## src/rtl/tcm_dump_pkg.sv

```systemverilog
// Shared types and constants for the TCM dump streamer.
package tcm_dump_pkg;

    typedef enum logic [1:0] {
        IDLE  = 2'd0,
        RUN   = 2'd1,
        DRAIN = 2'd2
    } state_t;

    localparam int WORD_BYTES = 4;

endpackage

```

## src/rtl/tcm_dump_fifo_chk.sv

```systemverilog
// Overflow checker for the dump FIFO; flags a push into a full FIFO without a pop.
module tcm_dump_fifo_chk (
    input logic clk,
    input logic rst_n,
    input logic push,
    input logic pop,
    input logic full
);

    // A push while full is only legal when a pop frees the slot in the same cycle
    a_no_overflow: assert property (@(posedge clk) disable iff (!rst_n) !(push && full && !pop));

endmodule

```

## src/rtl/tcm_dump_sync_fifo.sv

```systemverilog
// Synchronous FIFO holding read data between the memory port and the output stream.
module tcm_dump_sync_fifo #(
    parameter int DW    = 32,
    parameter int DEPTH = 4
) (
    input  logic                     clk,
    input  logic                     rst_n,
    input  logic                     push,
    input  logic [DW-1:0]            push_data,
    input  logic                     pop,
    output logic [DW-1:0]            head,
    output logic                     empty,
    output logic                     full,
    output logic [$clog2(DEPTH):0]   count
);

    localparam int PW = $clog2(DEPTH);
    localparam int CW = PW + 1;

    logic [DW-1:0] mem_r [DEPTH];
    logic [PW-1:0] wr_ptr_r;
    logic [PW-1:0] rd_ptr_r;
    logic [CW-1:0] count_r;
    logic          push_ok_s;
    logic          pop_ok_s;

    assign empty     = (count_r == '0);
    assign full      = (count_r == CW'(DEPTH));
    assign count     = count_r;
    assign head      = mem_r[rd_ptr_r];
    assign pop_ok_s  = pop && !empty;
    assign push_ok_s = push && (!full || pop_ok_s);

    // Storage, pointers and occupancy
    always_ff @(posedge clk or negedge rst_n) begin
        if (!rst_n) begin
            for (int i = 0; i < DEPTH; i++) begin
                mem_r[i] <= '0;
            end
            wr_ptr_r <= '0;
            rd_ptr_r <= '0;
            count_r  <= '0;
        end else begin
            if (push_ok_s) begin
                mem_r[wr_ptr_r] <= push_data;
                wr_ptr_r        <= wr_ptr_r + PW'(1);
            end
            if (pop_ok_s) begin
                rd_ptr_r <= rd_ptr_r + PW'(1);
            end
            case ({push_ok_s, pop_ok_s})
                2'b10:   count_r <= count_r + CW'(1);
                2'b01:   count_r <= count_r - CW'(1);
                default: count_r <= count_r;
            endcase
        end
    end

    tcm_dump_fifo_chk u_chk (
        .clk   (clk),
        .rst_n (rst_n),
        .push  (push),
        .pop   (pop),
        .full  (full)
    );

endmodule

```

## src/rtl/tcm_dump.sv

```systemverilog
// Reads a contiguous word region of a TCM and streams it out on valid/ready.
// Optional checksum trailer beat enabled by defining TCM_DUMP_CHK_EN.
module tcm_dump
    import tcm_dump_pkg::*;
#(
    parameter int AW    = 15,
    parameter int DW    = 32,
    parameter int DEPTH = 4
) (
    input  logic          clk,
    input  logic          rst_n,
    input  logic          start,
    input  logic [AW-1:0] base_addr,
    input  logic [AW-2:0] word_cnt,
    output logic          busy,
    output logic          done,
    output logic          mem_req_vld,
    input  logic          mem_req_rdy,
    output logic [AW-1:0] mem_req_addr,
    input  logic          mem_rsp_vld,
    input  logic [DW-1:0] mem_rsp_data,
    output logic          out_vld,
    input  logic          out_rdy,
    output logic [DW-1:0] out_data,
    output logic          out_last
);

    localparam int CW = $clog2(DEPTH) + 1;
    localparam int NW = AW - 1;
    localparam logic [CW:0] DEPTH_L = (CW+1)'(DEPTH);

    state_t        state_r;
    state_t        state_s;
    logic [AW-1:0] addr_r;
    logic [NW-1:0] issue_left_r;
    logic [NW-1:0] emit_left_r;
    logic [CW-1:0] outstanding_r;
    logic [CW-1:0] fifo_count_s;
    logic [CW:0]   inflight_s;
    logic          done_r;
    logic          fifo_empty_s;
    logic          fifo_full_s;
    logic [DW-1:0] fifo_head_s;
    logic          start_ok_s;
    logic          zero_start_s;
    logic          req_fire_s;
    logic          rsp_push_s;
    logic          data_pop_s;
    logic          last_fire_s;
`ifdef TCM_DUMP_CHK_EN
    logic [DW-1:0] sum_r;
`endif

    assign start_ok_s   = start && (state_r == IDLE) && (word_cnt != '0);
    assign zero_start_s = start && (state_r == IDLE) && (word_cnt == '0);
    assign inflight_s   = {1'b0, outstanding_r} + {1'b0, fifo_count_s};
    assign req_fire_s   = mem_req_vld && mem_req_rdy;
    // Late responses from an aborted dump must not refill the FIFO
    assign rsp_push_s   = mem_rsp_vld && (state_r != IDLE);
    assign data_pop_s   = !fifo_empty_s && out_rdy;
    assign last_fire_s  = out_vld && out_rdy && out_last;
    assign mem_req_addr = addr_r;
    assign done         = done_r;

    // Next state, request credit and output stream muxing
    always_comb begin
        state_s     = state_r;
        busy        = (state_r != IDLE);
        mem_req_vld = 1'b0;
        out_vld     = 1'b0;
        out_data    = '0;
        out_last    = 1'b0;
        if (!fifo_empty_s) begin
            out_vld  = 1'b1;
            out_data = fifo_head_s;
`ifdef TCM_DUMP_CHK_EN
            out_last = 1'b0;
`else
            out_last = (emit_left_r == NW'(1));
`endif
        end else begin
`ifdef TCM_DUMP_CHK_EN
            // Trailer beat once every data word has left the stream
            if ((state_r == DRAIN) && (emit_left_r == '0)) begin
                out_vld  = 1'b1;
                out_data = sum_r;
                out_last = 1'b1;
            end else begin
                out_vld  = 1'b0;
            end
`else
            out_vld = 1'b0;
`endif
        end
        case (state_r)
            IDLE: begin
                if (start_ok_s) begin
                    state_s = RUN;
                end else begin
                    state_s = IDLE;
                end
            end
            RUN: begin
                mem_req_vld = (issue_left_r != '0) && (inflight_s < DEPTH_L) && !fifo_full_s;
                if (mem_req_vld && mem_req_rdy && (issue_left_r == NW'(1))) begin
                    state_s = DRAIN;
                end else begin
                    state_s = RUN;
                end
            end
            DRAIN: begin
                if (last_fire_s) begin
                    state_s = IDLE;
                end else begin
                    state_s = DRAIN;
                end
            end
            default: state_s = IDLE;
        endcase
    end

    // FSM state register
    always_ff @(posedge clk or negedge rst_n) begin
        if (!rst_n) begin
            state_r <= IDLE;
        end else begin
            state_r <= state_s;
        end
    end

    // Address, beat counters, credit tracking and done pulse
    always_ff @(posedge clk or negedge rst_n) begin
        if (!rst_n) begin
            addr_r        <= '0;
            issue_left_r  <= '0;
            emit_left_r   <= '0;
            outstanding_r <= '0;
            done_r        <= 1'b0;
        end else begin
            done_r <= zero_start_s || last_fire_s;
            if (start_ok_s) begin
                addr_r       <= base_addr & ~AW'(WORD_BYTES - 1);
                issue_left_r <= word_cnt;
                emit_left_r  <= word_cnt;
            end else begin
                if (req_fire_s) begin
                    addr_r       <= addr_r + AW'(WORD_BYTES);
                    issue_left_r <= issue_left_r - NW'(1);
                end
                if (data_pop_s) begin
                    emit_left_r <= emit_left_r - NW'(1);
                end
            end
            case ({req_fire_s, rsp_push_s})
                2'b10:   outstanding_r <= outstanding_r + CW'(1);
                2'b01:   outstanding_r <= outstanding_r - CW'(1);
                default: outstanding_r <= outstanding_r;
            endcase
        end
    end

`ifdef TCM_DUMP_CHK_EN
    // Running sum of emitted data words, restarted on every accepted start
    always_ff @(posedge clk or negedge rst_n) begin
        if (!rst_n) begin
            sum_r <= '0;
        end else if (start_ok_s) begin
            sum_r <= '0;
        end else if (data_pop_s) begin
            sum_r <= sum_r + fifo_head_s;
        end else begin
            sum_r <= sum_r;
        end
    end
`endif

    tcm_dump_sync_fifo #(
        .DW    (DW),
        .DEPTH (DEPTH)
    ) u_fifo (
        .clk       (clk),
        .rst_n     (rst_n),
        .push      (rsp_push_s),
        .push_data (mem_rsp_data),
        .pop       (data_pop_s),
        .head      (fifo_head_s),
        .empty     (fifo_empty_s),
        .full      (fifo_full_s),
        .count     (fifo_count_s)
    );

endmodule

```

## config.mk

```make
export PLATFORM = sky130hd
export DESIGN_NAME = tcm_dump
export DESIGN_NICKNAME = d
export VERILOG_FILES = /design/src/rtl/tcm_dump_pkg.sv /design/src/rtl/tcm_dump_fifo_chk.sv /design/src/rtl/tcm_dump_sync_fifo.sv /design/src/rtl/tcm_dump.sv
export SDC_FILE = /design/constraint.sdc
export NUM_CORES = 1
export LEC_CHECK = 0
export BUFFER_PORTS_ARGS = -buffer_cell sky130_fd_sc_hd__buf_2
export CORE_MARGIN = 1
export CORE_UTILIZATION = 39
export CTS_BUF_LIST = sky130_fd_sc_hd__clkbuf_16
export DETAILED_ROUTE_END_ITERATION = 12
export PLACE_DENSITY = 0.54
export RECOVER_POWER = 50
export SKIP_CTS_REPAIR_TIMING = 1
export SLEW_MARGIN = 20
export SYNTH_ARGS = -nofsm -noshare
export SYNTH_HDL_FRONTEND = slang
export SYNTH_HIERARCHICAL = 1
export SYNTH_SLANG_ARGS = --single-unit
export TNS_END_PERCENT = 30
```

## constraint.sdc

```tcl
create_clock -name clk -period 3.1 [get_ports clk]
set_input_delay 0.31 -clock clk [delete_from_list [all_inputs] [get_ports clk]]
set_output_delay 0.31 -clock clk [all_outputs]
set_load 0.01 [all_outputs]
```

======== Word-level counts from Yosys, hierarchy flattened ========
Cells that the tools add are included.
Widths: inputs -> output; s select.
cells by class
  $lt $le $gt $ge ......................... 4
  mux-type cells .......................... 22
  equal/unequal tests ..................... 9
  reduce and logical (&&, ||, !) cells .... 29
  bitwise logic cells ..................... 2
  add/sub/neg operators ................... 10
operator list
  operator               number
  $bwmux 128             1
  $mux 32                4
  $bmux 32 s2            1
  $demux 32 s2           1
  $mux 14                4
  $mux 15                2
  $eq 14x1->1 const B    2
  $reduce_bool 14->1     2
  $sub 14x1->14 const B  2
  $add 15x3->15 const B  1
  $logic_and 1x1->1      15
  $logic_not 14->1       1
  $pmux 3 s2             2
  $reduce_bool 2->1      5
  $add 3x1->3 const B    2
  $eq 2x1->1 const B     3
  $eq 2x2->1 const B     3
  $ge 3x3->1 const B     2
  $not 2->3              2
  $pmux 2 s3             1
  $sub 3x1->3 const B    2
  $add 2x1->2 const B    2
  $add 3x3->4            1
  $lt 4x3->1 const B     1
  other kinds (8)        14
storage, ports and cells
  output and inout port bits .............. 52
  input port bits ......................... 67
  flip-flop bits (word level) ............. 184

======== Logic depth before layout (Yosys ltp) ========
  depth after elaboration ................. 8
  gate-level depth with buffers ........... 14

======== Hierarchy ========
Netlist, hierarchy kept.
modules (own cells, without submodules)
  module              cells an instance  instances  area an instance (um^2)
  tcm_dump_sync_fifo  349                1          5,973.2
  tcm_dump            344                1          3,032.9

======== Least setup slack after synthesis ========
Ideal clock, no wire load.
  kind .................................... register to register
  from .................................... register u_fifo.count_r[0] (netlist: u_fifo/count[0])
  to ...................................... register u_fifo.count_r[2] (netlist: u_fifo/count[2])
  data required time ...................... 3,021 ps
  setup time .............................. 79 ps
  slack ................................... 249 ps
  arrival ................................. 2,771 ps
  path buffers ............................ 1
  cell stages (with the launch flop) ...... 12
  cell sequence ........................... dfrtp_1 nor3_1 nor2b_1 clkbuf_1 nor4b_4 nand2b_1 ha_1 inv_1 fa_1 xor2_1 nor2_1 xor2_1
on the way
  word-level cells in the longest chain between the ends .. 8
RTL lines
  element                                          RTL line                  text
  start: declaration                               tcm_dump_sync_fifo.sv:23  logic [CW-1:0] count_r;
  start signal: assignment                         tcm_dump_sync_fifo.sv:52  2'b10: count_r <= count_r + CW'(1);
  start signal: assignment                         tcm_dump_sync_fifo.sv:53  2'b01: count_r <= count_r - CW'(1);
  start signal: assignment                         tcm_dump_sync_fifo.sv:54  default: count_r <= count_r;
  $logic_not 3->1 *                                tcm_dump_sync_fifo.sv:27  assign empty = (count_r == '0);
  named net fifo_empty_s                           tcm_dump.sv:41            logic fifo_empty_s;
  $logic_not 1->1 *                                tcm_dump.sv:60            assign data_pop_s = !fifo_empty_s && out_rdy;
  $logic_and 1x1->1 *                              tcm_dump.sv:60
  named net data_pop_s                             tcm_dump.sv:48            logic data_pop_s;
  $logic_and 1x1->1 *                              tcm_dump_sync_fifo.sv:31  assign pop_ok_s = pop && !empty;
  $logic_or 1x1->1                                 tcm_dump_sync_fifo.sv:32  assign push_ok_s = push && (!full || pop_ok_s);
  $logic_and 1x1->1                                tcm_dump_sync_fifo.sv:32
  $eq 2x1->1 or $eq 2x2->1 (tied branches)         tcm_dump_sync_fifo.sv:51  case ({push_ok_s, pop_ok_s})
  $pmux 3 s2 or $reduce_bool 2->1 (tied branches)  --
The timed path passes the listed nets; every way through them passes the cells marked *.
A chain may end at the register's enable or synchronous reset.

======== Worst setup path after layout ========
  from .................................... register u_fifo.count_r[0] (netlist: u_fifo/count[0])
  to ...................................... register u_fifo.count_r[2] (netlist: u_fifo/count[2])
on the way
  word-level cells in the longest chain between the ends .. 8
RTL lines
  element                                          RTL line
  $logic_not 3->1 *                                tcm_dump_sync_fifo.sv:27
  named net fifo_empty_s                           tcm_dump.sv:41
  $logic_not 1->1 *                                tcm_dump_sync_fifo.sv:31, tcm_dump.sv:60
  $logic_and 1x1->1                                tcm_dump.sv:60
  $logic_and 1x1->1 *                              tcm_dump_sync_fifo.sv:31
  $logic_or 1x1->1                                 tcm_dump_sync_fifo.sv:32
  $logic_and 1x1->1                                tcm_dump_sync_fifo.sv:32
  $eq 2x1->1 or $eq 2x2->1 (tied branches)         tcm_dump_sync_fifo.sv:51
  $pmux 3 s2 or $reduce_bool 2->1 (tied branches)  --
Marks and branches as above.

==> reports/metrics.cfg <==
[run_status]
outcome = finished with violations
failed_checks = negative hold slack

[global_route]
overflow = 0
grt_pass1_vias = 6454
grt_use_total_pct = 18.9
grt_pass1_wl_um = 34700
grt_max_degree = 110
antenna_found_initial = 2

[floorplanning]
die_area_mm2 = 0.0237
io_pins = 119
die_h_um = 154
fp.dieW_um = 154
start_util_pct = 39.8
core_area_mm2 = 0.0226
rows = 55

[clocking]
clkLatencyLatePin_ps = 430
cts.htree.levels = 4
path_clk_slew_ps = 70
numCtsBuffers = 17
tritoncts = done
numClockSinks = 182
max-clock-path-buffers = 2
cts_root_buf = clkbuf_16

[setup_path]
crit_fanout = 6
cpPeakStageDelay_ps = 480
cpMostUsedCell = xor2_1
cp_data_arrival_time_ps = 3130
cp-end-kind = flip-flop
start_kind = flip-flop
reg2reg_from = u_fifo/count[0]$_DFFE_PN0P_
cp_num_buf_inv = 1
cp_top_family = simple AND/OR/NAND/NOR gates
ff2ff_setup_slack_ps = 310
worstPathRequired_ps = 3440
cp_slowest_cell = nor3_1
path_cells = nor3_1, nor2b_1, nor4b_1, nand2b_1, ha_1, inv_1, fa_1, xor2_1, nor2_1, xor2_1
crit_start = u_fifo/count[0]$_DFFE_PN0P_
worstSetupPathType = reg -> reg

[place]
io_buffers = 114
place_hpwl_um = 14500
gp_congestion = 0.828

[final_layout]
layout-drive-gt1-share_pct = 39.5
fin_nets = 892
syn_to_final_growth_pct = 15.9

[yosys]
yosysSeqAreaShare_pct = 50.6
synth-edff-count = 0
syn_area_mm2 = 0.00901
synthTopCellsByArea = dfrtp_1 (51%), mux2_2 (16%), mux4_2 (8.0%), nor2b_1 (2.3%), ha_1 (1.8%)
synth_seq_cells = 182
syn_avg_cell_area_um2 = 13.0
synth_cell_type_count = 60
synth_top_area_share_pct = 50.6
ys.flop_type = dfrtp_1
syn_inst = 693
async_flop_share_pct = 100
yosys_warnings = 6
synth_top_area_cell = dfrtp_1

[sta]
slew_headroom_pct = 16.8
finalCriticalPeriod_ps = 2790
fin_skew_ps = 10.9
finalHoldViolations = 13
setup_viol = 0
setup-tns-final_ps = 0
drv_slew = 0
timing.hold.ws_ps = -36.7
rsz0062_at_grt = no
max_slew.worst_pin.slew_ps = 1250
fin_crit_sh_pct = 90.1
fmax_mhz = 358

[pwr]
swShare_pct = 36.2
power_density_mw_per_mm2 = 1100
leakage_nw = 4.37
p_sw_w = 0.00416
power.share.clock_pct = 18.1
peakVddDrop_mv = 0.413
comb_power_share_pct = 43.3
seq_power_share_pct = 38.7
p_int_w = 0.00735

[drt]
drt_wl_total_um = 21500
dr.first_iter.drc_count = 341
drc = 0
dr.pass1.iters = 4
vias = 6016
via_per_inst = 5.42
wl_per_cell_um = 19.4
postRouteAntennaNets = 0

[worst_hold_path]
hp-class = in -> async

[job]
max_cap_viol_count = 0

==> worst register-to-register path: cells and delay by family (launching register included) <==
kind	cells	cell delay, ps
XOR/XNOR	2	300
adder cells (fa/ha/maj)	2	570
flip-flops	1	450
AND/OR/NAND/NOR	5	1320
buffers and inverters	1	60
==> flip-flops by register name (all words and copies together), names as in the netlist <==
name,flops
u_fifo/mem_r,128
u_fifo/rd_ptr_r,2
done,1
emit_left_r,14
state_r,2
issue_left_r,14
outstanding_r,3
u_fifo/count,3
u_fifo/wr_ptr_r,2
mem_req_addr,13
==> cell usage in the layout (no fill, tap or decap), types with 9 or more instances in the layout <==
cell       Yosys  final
o21ai_0       20     20
buf_4          3     10
buf_2          5     98
a21oi_1       12     12
ha_1          13     13
nor2_1        32     28
mux4_2        32     32
nor2b_1       33     33
nor4_1        14     15
clkbuf_16      0     17
xor2_1         9      9
mux2_2       131    131
nand2_1       36     36
dfrtp_1      182    180
clkbuf_1      15     18
nor3_1        13     13
xnor2_1       18     18
inv_1         19     19
nand3_1       10     10
==> kinds of logic after synthesis <==
kind of cell / after synthesis / share of synthesized area (%)
DFF: 182 / 50.6
and+or+nand+nor: 179 / 11.1
muxes: 165 / 24.6
AOI/OAI and AO/OA: 67 / 4.99
buffers and inverters: 57 / 3.83
xor gates and xnor gates: 27 / 2.63
adders and majority gates: 15 / 2.25
other: 1 / 0.0416
==> area by class of cell <==
class | instances | area, µm²
Inverter | 20 | 80.1
Sequential cell | 182 | 4560
Multi-Input combinational cell | 455 | 4120
Timing Repair Buffer | 134 | 757
Tap cell | 285 | 357
Antenna cell | 1 | 2.50
Clock buffer | 17 | 425
Fill cell | 2061 | 12200
Clock inverter | 15 | 138
==> cells in the mapped netlist (all sizes together) (9+ instances only) <==
| cell | instances |
|---|---|
| nor2b | 33 |
| ha | 13 |
| mux4 | 32 |
| buf | 22 |
| nor4 | 18 |
| xnor2 | 18 |
| a21oi | 12 |
| mux2 | 131 |
| nand2 | 36 |
| inv | 19 |
| nor3 | 13 |
| o21ai | 23 |
| clkbuf | 15 |
| nor2 | 33 |
| xor2 | 9 |
| dfrtp | 182 |
| nand3 | 10 |
==> path summary, 6_finish.rpt <==
path / to / cells past startpoint
worst max-delay path: u_fifo/count[2]$_DFFE_PN0P_ / 10
worst min-delay path: emit_left_r[7]$_DFFE_PN0P_ / 1
worst max register to register: u_fifo/count[2]$_DFFE_PN0P_ / 10
worst min register to register: outstanding_r[2]$_DFFE_PN0P_ / 1
max in group asynchronous: u_fifo/mem_r[2]$_DFFE_PN0P_ / 2
min in group clk: mem_req_addr[11]$_DFFE_PN0P_ / 3
==> per-layer routing <==
layer	track usage [%]	routed length [µm]	vias to the layer above	part of all wire (%)
met4	4.24	212	2	0.98
met1	23.9	9380	3097	44
li1	-	-	2755	-
met5	0	13	-	0.060
met2	32.4	10800	144	50
met3	5.07	1100	18	5.1
==> power groups by stage <==
stage                     combinational [W]  clock [W]  sequential, W
final                               0.00498    0.00208        0.00445
after global routing                0.00544    0.00223        0.00462
after CTS                           0.00510    0.00215        0.00446
after detailed placement            0.00508          0        0.00450
after global placement              0.00495          0        0.00438
after floorplan                     0.00372          0        0.00419
==> stage by stage <==
step                      util [%]  total power (W)  worst slack, ps  std cells  area, µm²
after global routing          46.1           0.0123             98.4       1109      10400
after floorplan                  -          0.00791              249        694       9010
after detailed placement      43.9          0.00958              457       1076       9950
final                         46.1           0.0115              307       1109      10400
after global placement        43.9          0.00933              488       1076       9950
after CTS                     46.4           0.0117              425       1108      10500
Note: power is estimated with default switching activity, not from simulation.
